**config.mk**
```make
export PLATFORM = sky130hd
export DESIGN_NAME = pc_fetch_unit
export DESIGN_NICKNAME = d
export VERILOG_FILES = /design/src/rtl/pc_fetch_unit.sv
export SDC_FILE = /design/constraint.sdc
export NUM_CORES = 1
export LEC_CHECK = 0
export BUFFER_PORTS_ARGS = -buffer_cell sky130_fd_sc_hd__buf_2
export CAP_MARGIN = 10
export CELL_PAD_IN_SITES_DETAIL_PLACEMENT = 0
export CELL_PAD_IN_SITES_GLOBAL_PLACEMENT = 1
export CORE_ASPECT_RATIO = 0.5
export CORE_MARGIN = 1
export CORE_UTILIZATION = 34
export CTS_CLUSTER_SIZE = 24
export DETAILED_ROUTE_END_ITERATION = 7
export HOLD_SLACK_MARGIN = 0.03
export PLACE_DENSITY_LB_ADDON = 0.25
export SLEW_MARGIN = 30
export SYNTH_ARGS = -nofsm -noshare
export SYNTH_HDL_FRONTEND = slang
export SYNTH_SLANG_ARGS = --single-unit
```
**constraint.sdc**
```tcl
create_clock -name clk -period 3.2 [get_ports clk]
set_input_delay 0.32 -clock clk [delete_from_list [all_inputs] [get_ports clk]]
set_output_delay 0.32 -clock clk [all_outputs]
set_load 0.005 [all_outputs]
```
**src/rtl/pc_fetch_unit.sv**
```systemverilog
// Program counter and fetch sequencer feeding a registered, byte-addressed instruction memory.
// Tracks the PC of the word on the memory output and latches a sticky fault on a bad fetch address.
module pc_fetch_unit #(
    parameter logic [31:0] RESET_PC   = 32'h0000_0000,
    parameter logic [31:0] IMEM_LIMIT = 32'd496
) (
    input  logic        clk,
    input  logic        rst_n,
    input  logic        stall,
    input  logic        branch_taken,
    input  logic [31:0] branch_target,
    input  logic        jump,
    input  logic [25:0] jump_index,
    output logic [31:0] fetch_addr,
    output logic [31:0] if_pc,
    output logic [31:0] if_pc_plus4,
    output logic        if_valid,
    output logic        fetch_fault
);

    logic [31:0] pc;
    logic [31:0] jump_target;
    logic        hold;
    logic        bad_addr;

    assign jump_target = {if_pc_plus4[31:28], jump_index, 2'b00};

    // Once faulted the address stays parked on pc and every request is ignored.
    always_comb begin
        fetch_addr = pc;
        if (fetch_fault)
            fetch_addr = pc;
        else if (branch_taken)
            fetch_addr = branch_target;
        else if (jump)
            fetch_addr = jump_target;
        else if (stall && if_valid)
            fetch_addr = if_pc;
    end

    // A redirect overrides stall, so only a plain stall freezes the registers.
    assign hold     = stall & ~branch_taken & ~jump;
    assign bad_addr = (fetch_addr[1:0] != 2'b00) || (fetch_addr > IMEM_LIMIT);

    always_ff @(posedge clk or negedge rst_n) begin
        if (!rst_n) begin
            pc          <= RESET_PC;
            if_pc       <= 32'h0;
            if_pc_plus4 <= 32'h0;
            if_valid    <= 1'b0;
            fetch_fault <= 1'b0;
        end else if (!fetch_fault && !hold) begin
            if (bad_addr) begin
                fetch_fault <= 1'b1;
                if_valid    <= 1'b0;
            end else begin
                if_pc       <= fetch_addr;
                if_pc_plus4 <= fetch_addr + 32'd4;
                if_valid    <= 1'b1;
                pc          <= fetch_addr + 32'd4;
            end
        end
    end

endmodule
```
; After elaboration in Yosys (flattened, before gate mapping)
; Cells that the tools add are included.
[word_totals]
regBits = 66
inputBits = 63
out_inout_bits = 98
elab_cells = 24
[op_classes]
add_sub_neg = 1
n_lt_le_gt_ge = 1
n_mux = 5
bitwise_logic = 5
n_reduce_logical = 8
[op_table]
columns = cell, n
row1 = $mux W32, 4
row2 = $add A32 B3 Y32 const B, 1
row3 = $gt A32 B9 Y1 const B, 1
row4 = $reduce_and A2 Y1, 2
row5 = $not A1 Y1, 3
row6 = $and A1 B1 Y1, 2
row7 = $logic_and A1 B1 Y1, 2
row8 = $logic_not A1 Y1, 2
row9 = $reduce_bool A2 Y1, 1
row10 = $logic_or A1 B1 Y1, 1
row11 = $mux W1, 1

; Longest topological paths before layout
; Gate-level depths: netlist (run 1).
[depth]
ltp_word = 9
ltp_mapped = 11
depth_no_buf = 8

; Least setup slack after synthesis (run 1)
; Ideal clock, no wire load.
[synth_path]
path_type = reg2reg
startpoint = reg if_valid
endpoint = reg if_pc[2]
setup_time_ps = 128
t_arrival_ps = 2749
t_required_ps = 3072
setup_slack_ps = 323
stages_incl_launch_ff = 11
path_buffers = 3
synth_period_minus_slack_ps = 2877
cell_sequence = dfrtp_1 > a211oi_1 > or2_1 > buf_2 > buf_6 > a221o_1 > nor4_1 > nand4_1 > nor4_4 > buf_6 > mux2_1
[synth_via]
elab_chain_cells = 9
word_cells_on_any_way = 10
cone_classes = order compare (1) / mux (4) / bitwise (1) / reduce/logical (4)
[synth_rtl]
columns = item, line_no
row1 = start: declaration, 17  ; output logic if_valid,
row2 = start signal: assignment, 50  ; if_valid <= 1'b0;
row3 = start signal: assignment, 55  ; if_valid <= 1'b0;
row4 = start signal: assignment, 59  ; if_valid <= 1'b1;
row5 = $logic_and A1 B1 Y1, 37  ; else if (stall && if_valid)
row6 = $mux W32, 37
row7 = $mux W32, 35  ; else if (jump)
row8 = $mux W32, 33  ; else if (branch_taken)
row9 = $mux W32, 31  ; if (fetch_fault)
row10 = named net fetch_addr[27], 14  ; output logic [31:0] fetch_addr,
row11 = $gt A32 B9 Y1, 43  ; assign bad_addr = (fetch_addr[1:0] != 2'b00) || (fetch_addr > IMEM_LIMIT);
row12 = $logic_or A1 B1 Y1, 43
row13 = $not A1 Y1 (no line), n/a
row14 = $reduce_and A2 Y1 (no line), n/a
row15 = end signal: assignment, 57  ; if_pc <= fetch_addr;
row16 = end: declaration, 15  ; output logic [31:0] if_pc,
; The timed path passes the listed nets, and every way through them passes these cells.
; A chain may end at the register's enable or synchronous reset.

; Worst setup path after layout (run 1)
[layout_path]
startpoint = reg fetch_fault
endpoint = reg pc[7]
[layout_via]
elab_chain_cells = 5
word_cells_on_any_way = 9
cone_classes = add/sub (1) / order compare (1) / mux (1) / bitwise (1) / reduce/logical (5)
[layout_rtl]
columns = item, line_no
row1 = start: declaration, 18  ; output logic fetch_fault
row2 = start signal: assignment, 51  ; fetch_fault <= 1'b0;
row3 = start signal: assignment, 54  ; fetch_fault <= 1'b1;
row4 = $mux W32, 31
row5 = $gt A32 B9 Y1 or $reduce_bool A2 Y1 (tied branches), 43
row6 = $logic_or A1 B1 Y1, 43
row7 = $not A1 Y1 (no line), n/a
row8 = $reduce_and A2 Y1 (no line), n/a
row9 = end signal: assignment, 60  ; pc <= fetch_addr + 32'd4;
row10 = end: declaration, 21  ; logic [31:0] pc;
; Several ways; a longest one is shown, not always the timed one.

==> results of run 1 <==
==> sequential cells by signal (all words and copies together) (netlist names) <==
register / cells
if_pc: 32
pc: 30
fetch_fault: 1
if_valid: 1
==> path summary, 6_finish.rpt <==
path	end	depth (start not counted)	slack [ps]	startpoint
worst max-delay path	pc[7]$_DFFE_PN0P_	9	160	fetch_fault$_DFFE_PN0P_
worst min-delay path	fetch_fault$_DFFE_PN0P_	5	450	stall
worst max register to register	pc[7]$_DFFE_PN0P_	9	160	fetch_fault$_DFFE_PN0P_
worst min register to register	if_pc[9]$_DFFE_PN0P_	1	520	if_pc[9]$_DFFE_PN0P_
max in group asynchronous	if_pc[28]$_DFFE_PN0P_	3	2010	rst_n
min in group asynchronous	pc[13]$_DFFE_PN0P_	2	540	rst_n
==> synthesized netlist by cell type, types with 4 or more instances <==
library cell | count | area share, %
dfrtp_1 | 64 | 50
nor2b_1 | 53 | 10
a221o_1 | 15 | 4.7
a32o_1 | 14 | 4.4
o221a_2 | 12 | 4.3
mux2_1 | 10 | 3.5
clkbuf_1 | 9 | 1.1
nand2b_1 | 9 | 1.8
buf_2 | 8 | 1.3
inv_1 | 7 | 0.83
nor2_1 | 7 | 0.83
o32a_1 | 6 | 1.9
nor4_1 | 5 | 0.98
nand2_1 | 4 | 0.47
nand3_1 | 4 | 0.63
xnor2_1 | 4 | 1.1
==> report_power, final <==
group / leakage, nW / switching (mW) / internal, mW
clock: 0.137 / 0.355 / 0.624
combinational: 1.64 / 0.200 / 0.215
sequential: 0.873 / 0.0300 / 0.851
total: 2.65 / 0.585 / 1.69
==> through the flow <==
step                      power, mW  cells  instance area (um^2)  utilization (%)  TNS [ps]
final                          2.27    597                  4780             53.7         0
after global routing           2.38    597                  4780             53.7         0
after CTS                      2.30    597                  4780             53.7         0
after detailed placement       1.31    579                  4450             50.1     -9820
after global placement         1.30    578                  4440             49.9    -24710
after floorplan                1.08    273                  3180                -         0
==> cell type report <==
cell class,instances,area (um^2),area share (%)
sequential,64,1600,33.5
clock inverter,6,68.8,1.44
timing repair buffer,214,1260,26.5
tap,117,146,3.06
multi-input combinational,179,1430,29.9
clock buffer,10,239,5.00
inverter,7,26.3,0.550
==> routing by layer <==
layer	part of all wire [%]	track usage [%]	vias up	wire length, um
li1	-	-	1427	-
met3	6.3	6.58	13	673
met4	0.98	6.05	0	105
met2	47	36.3	116	5090
met5	0	0	-	0
met1	45	30.6	1560	4870
==> logic make-up after synthesis <==
logic type                 count (synthesis)  share of synthesized area, %
and+or+nand+nor                           94                          18.1
adders and majority gates                  2                         0.787
xor gates and xnor gates                   6                          1.65
DFF                                       64                          50.4
buffers and inverters                     30                          4.68
AOI/OAI and AO/OA                         62                          19.1
muxes                                     15                          5.24
==> timing repair <==
item	CTS	global route
setup buffers	1	0
setup endpoints to repair	60	0
hold buffers	1	0
hold endpoints to repair	3	0
==> worst max-delay path, cell delays in order, from the launching register on <==
cell and delay [ps]:
dfrtp_1 470, nor3_1 280, nand3_1 160, buf_4 220
o221a_2 310, nor4_1 330, nand4_1 280, nor4_4 290
buf_4 240, mux2_1 340
==> key figures, run 1 <==
Die
  – Starting density of the core: a little over a third
  – Die Span X: between 100 and 150 um
  – DIE AREA: ~10000 um^2
  – Ports: around 160
  – Die height: a little over 70 um
  – Core area: between 8000 and 9000 um^2
  – Row count: 24

Finish
  – Inserted Diodes: 0
  – Commonest non-fill, non-tap cell in the layout: buf_2
  – Most frequent cells in the layout: buf_2 (159), dfrtp_1 (64), nor2b_1 (52), buf_4 (49), a221o_1 (15)
  – Final net count: 540
  – Synth-to-layout area growth: 50.3%
  – Share of layout cells above drive strength 1: between 50% and 60%
  – Fillers: ~830

Global route
  – Vias in the first global route: ~3200
  – All-Layer GR Usage: 22.8%
  – Overflow left after global routing: 0
  – First-pass GRT wire length: 16900 um
  – Largest net degree at the start of global routing: 50
  – Antenna violations before repair: 0

Worst setup path
  – CP Class: reg2reg
  – WP data required: about 3400 ps
  – Critical path launch point type: flip-flop
  – CP arrival: approximately 3200 ps
  – Endpoint class of the critical path: flip-flop
  – Crit path max fanout: 9

Route
  – DRT Pass-1 Iters: 6
  – Vias: between 3000 and 4000
  – ANT nets after route: 0
  – DRC marker count from the first detailed-route iteration: about 150
  – Wire per inst: between 15 and 20 um
  – Vias per cell: roughly 5.2
  – WL final: approximately 11000 um
  – Residual DRC: 6

Clock network
  – H-tree depth: 3
  – CTS root buf: clkbuf_16
  – CTS tree: built
  – CTS Buffer Depth: 2
  – Clk sinks: 64
  – Cts bufs inserted: 9
  – Clock Latency Late Sink: between 300 and 400 ps
  – CTS resizes: 0
  – Clock-pin slew on the worst setup and hold paths: 50 ps

STA
  – PnR worst setup slack: around 160 ps
  – Final Hold Fails: 0
  – Max frequency: approximately 330 MHz
  – Clk_skew: 6.64 ps
  – Tightest Pin Transition: 946 ps
  – RSZ-0062 raised after global routing: false
  – Fin crit period: between 3000 and 4000 ps
  – Final setup viols: 0
  – Max Slew Vio Count: 0
  – Crit share post-route: between 90 and 100%
  – Rel. slew slack: a little over a third
  – Min Hold Slack: between 400 and 500 ps

Synthesis
  – Library cells used by synthesis: 41
  – Share of async-settable or async-resettable flops after synthesis: 100%
  – Synthesized area: between 3000 and 4000 um^2
  – Main synth FF type: dfrtp_1
  – Mean post-synth cell area: 11.6 um^2
  – Sequential area share after synthesis: about 50%
  – Post-synth EDFFs: 0
  – Post-Syn Nets: approximately 340
  – Flops & latches, synth: 64
  – YS warnings: 0
  – Mapped Cells: approximately 270

Worst hold path
  – HP Class: in2reg

Power and ir drop
  – Pwr Density: 476 nW/um^2
  – Leak Pwr: approximately 2.7 nW
  – Peak supply drop: 0.000273 V

Outcome
  – Violated checks: design-rule violations
  – Status: finished, violations left

Flow run
  – Max Cap Viol: 0

Place
  – Port Buffers: 160
  – Hpwl dp: slightly above 8000 um
  – Dpl ws: -243 ps
  – Gp weighted congestion: approximately 0.86
Note: power is estimated with default switching activity, not from simulation.
==> run 2, diff against run 1 <==
CORE_MARGIN = 1.5   (was 1)
SETUP_SLACK_MARGIN = 0.05   (was not set)
==> run 2 against run 1 <==
Effect of this change: the flow still finishes with violations (design-rule violations); largest power group unchanged; worst setup slack worse by 41 ps; sequential cell count unchanged; critical path depth unchanged; first-iteration DRC count down 15%; sequential power about the same; sequential share of layout area up 1.7 points.
==> key figures, run 2 (same netlist as run 1, synthesis figures left out) <==
Outcome
  – Status: finished, violations left
  – Violated checks: design-rule violations

Worst hold path
  – Hold depth: 4 (-1)
  – Critical hold path startpoint: stall
  – Hold worst-path end: fetch_fault$_DFFE_PN0P_
  – HP Class: in2reg

Worst setup path
  – Cells on worst reg2reg path: 9 (unchanged)
  – Endpoint class of the critical path: flip-flop
  – RR Endpoint: if_pc[5]$_DFFE_PN0P_
  – Worst path max stage delay: 440 ps (-30 ps)
  – WP data required: 3410 ps (about the same)
  – CP arrival: 3280 ps (+40 ps)
  – CP Class: reg2reg
  – Buf+Inv Stages, Crit Path: 3 (+1)
  – R2R Setup Slk: 120 ps (-40 ps)
  – Reg2Reg Launch Point: fetch_fault$_DFFE_PN0P_
  – Slowest cell on crit path: dfrtp_2
  – Critical path launch point type: flip-flop
  – Largest delay share family, worst path: simple AND/OR/NAND/NOR gates
  – Crit path max fanout: 12 (+3)
  – CP startpoint: fetch_fault$_DFFE_PN0P_
  – Cell seen most often among critical-path stages: buf_4
  – CP Cell Sequence: or2_1 -> buf_4 -> a221o_1 -> nor4_2 -> nand4_1 -> nor4_4 -> buf_6 -> buf_4 -> mux2_1

Finish
  – Synth-to-layout area growth: 43.3%
  – Largest register FFs: 32 (unchanged)
  – Regs by FF count: if_pc x32, pc x30
  – Inserted Diodes: 0 (unchanged)
  – Most frequent cells in the layout: buf_2 (159), dfrtp_1 (63), nor2b_1 (51), buf_4 (21), a221o_1 (15)
  – Commonest non-fill, non-tap cell in the layout: buf_2
  – Non-filler cells, final: 570 (-4.5%)
  – Share of layout cells above drive strength 1: 49.9% (-1.8 points)
  – Final net count: 513 (-5.0%)
  – Biggest register: if_pc

STA
  – Tightest Pin Transition: 984 ps (+38.5 ps)
  – Max frequency: 325 MHz (-1.3%)
  – Final Hold Fails: 0 (unchanged)
  – Clk_skew: 6.52 ps (-0.121 ps)
  – Min Hold Slack: 361 ps (-88.7 ps)
  – PnR worst setup slack: 122 ps (-40.9 ps)
  – Rel. slew slack: 33.8% (-2.6 points)
  – Max Slew Vio Count: 0 (unchanged)
  – Fin crit period: 3080 ps (+40.9 ps)
  – Final setup viols: 0 (unchanged)
  – RSZ-0062 raised after global routing: false
  – Fin Setup TNS: 0 ps (unchanged)
  – Crit share post-route: 96.2% (+1.3 points)

Route
  – WL final: 10800 um (+0.94%)
  – ANT nets after route: 0 (unchanged)
  – Vias per cell: 5.23 (+0.17%)
  – Residual DRC: 5 (-1)
  – DRT Pass-1 Iters: 7 (+1)
  – DRC marker count from the first detailed-route iteration: 129 (-15%)
  – Wire per inst: 19.0 um (+5.7%)
  – Vias: 2980 (-4.4%)

Flow run
  – Max Cap Viol: 0 (unchanged)

Place
  – Dpl ws: -22.2 ps (+221 ps)
  – Inst Count DP: 546 (-5.7%)
  – Hpwl dp: 8090 um (-1.2%)
  – Gp weighted congestion: 0.867 (+0.58%)
  – Port Buffers: 160 (unchanged)

Die
  – Core area: 8890 um^2 (unchanged)
  – Die Span X: 140 um (+0.72%)
  – Die height: 71.4 um (+1.4%)
  – DIE AREA: 9970 um^2 (+2.2%)
  – Row count: 24 (unchanged)
  – Starting density of the core: 35.8% (unchanged)
  – Ports: 161 (unchanged)

Global route
  – Overflow left after global routing: 0 (unchanged)
  – First-pass GRT wire length: 16500 um (-2.4%)
  – Antenna violations before repair: 0 (unchanged)
  – Vias in the first global route: 2970 (-6.2%)
  – All-Layer GR Usage: 21.7% (-1.1 points)
  – Largest net degree at the start of global routing: 39 (-22%)

Clock network
  – CTS root buf: clkbuf_16
  – H-tree depth: 3 (unchanged)
  – Clock-pin slew on the worst setup and hold paths: 50 ps (about the same)
  – CTS Buffer Depth: 2 (unchanged)
  – Cts bufs inserted: 9 (unchanged)
  – Clk sinks: 64 (unchanged)
  – Clock Latency Late Sink: 330 ps (about the same)
  – CTS tree: built

Power and ir drop
  – Leak Pwr: 2.51 nW (-5.3%)
  – Pwr Density: 475 nW/um^2 (-0.23%)
  – Peak supply drop: 0.000277 V (+1.3%)
  – Pwr Total: 2.16 mW (-4.9%)
[run 2: area by class of cell]
| class | count | area [um^2] |
|---|---|---|
| fillers | 813 | 4330 |
| flip-flops and latches | 64 | 1600 |
| multi-input cells | 179 | 1460 |
| repair buffers | 187 | 1050 |
| clock buffers | 9 | 225 |
| well taps | 117 | 146 |
| clock inverters | 7 | 48.8 |
| inverters | 7 | 26.3 |
[run 2: power breakdown]
group	total [mW]	internal, mW	leakage [nW]	switching, mW
clock	0.886	0.523	0.135	0.364
sequential	0.883	0.851	0.873	0.0318
combinational	0.395	0.200	1.51	0.195
[run 2: metrics by stage]
stage / util [%] / area, um^2
2_1_floorplan: - / 3180
3_3_place_gp: 46.8 / 4160
3_5_place_dp: 46.8 / 4160
4_1_cts: 50.1 / 4450
5_1_grt: 51.3 / 4560
6_report: 51.3 / 4560
[run 2: worst min-delay path, cell delays in order]
cell,delay (ps)
buf_2,130
nand2_1,80
o31ai_1,70
nand2b_1,50
[run 2: routing by layer]
layer / share of wire [%] / GRT usage [%] / up-vias / wire (um)
li1: - / - / 1382 / -
met2: 46 / 33.9 / 109 / 5000
met4: 1.0 / 5.50 / 0 / 109
met5: 0 / 0 / - / 0
met3: 7.0 / 6.89 / 10 / 754
met1: 46 / 29.7 / 1479 / 4970
[run 2: worst max path at each step]
stage / end / slack, ps / cells after the start
2_1_floorplan: if_pc[2]$_DFFE_PN0P_ / 320 / 10
3_3_place_gp: pc[7]$_DFFE_PN0P_ / 80 / 10
3_5_place_dp: pc[7]$_DFFE_PN0P_ / -20 / 9
4_1_cts: pc[7]$_DFFE_PN0P_ / 50 / 9
5_1_grt: if_pc[5]$_DFFE_PN0P_ / 20 / 10
6_report: if_pc[5]$_DFFE_PN0P_ / 120 / 9
[run 2: timing repair]
action,4_1_cts,5_1_grt
resized for setup,4,6
setup endpoints to repair,35,35
pin swaps,1,3
endpoints found under the hold margin,0,37
setup buffers,0,7
hold buffers,0,1
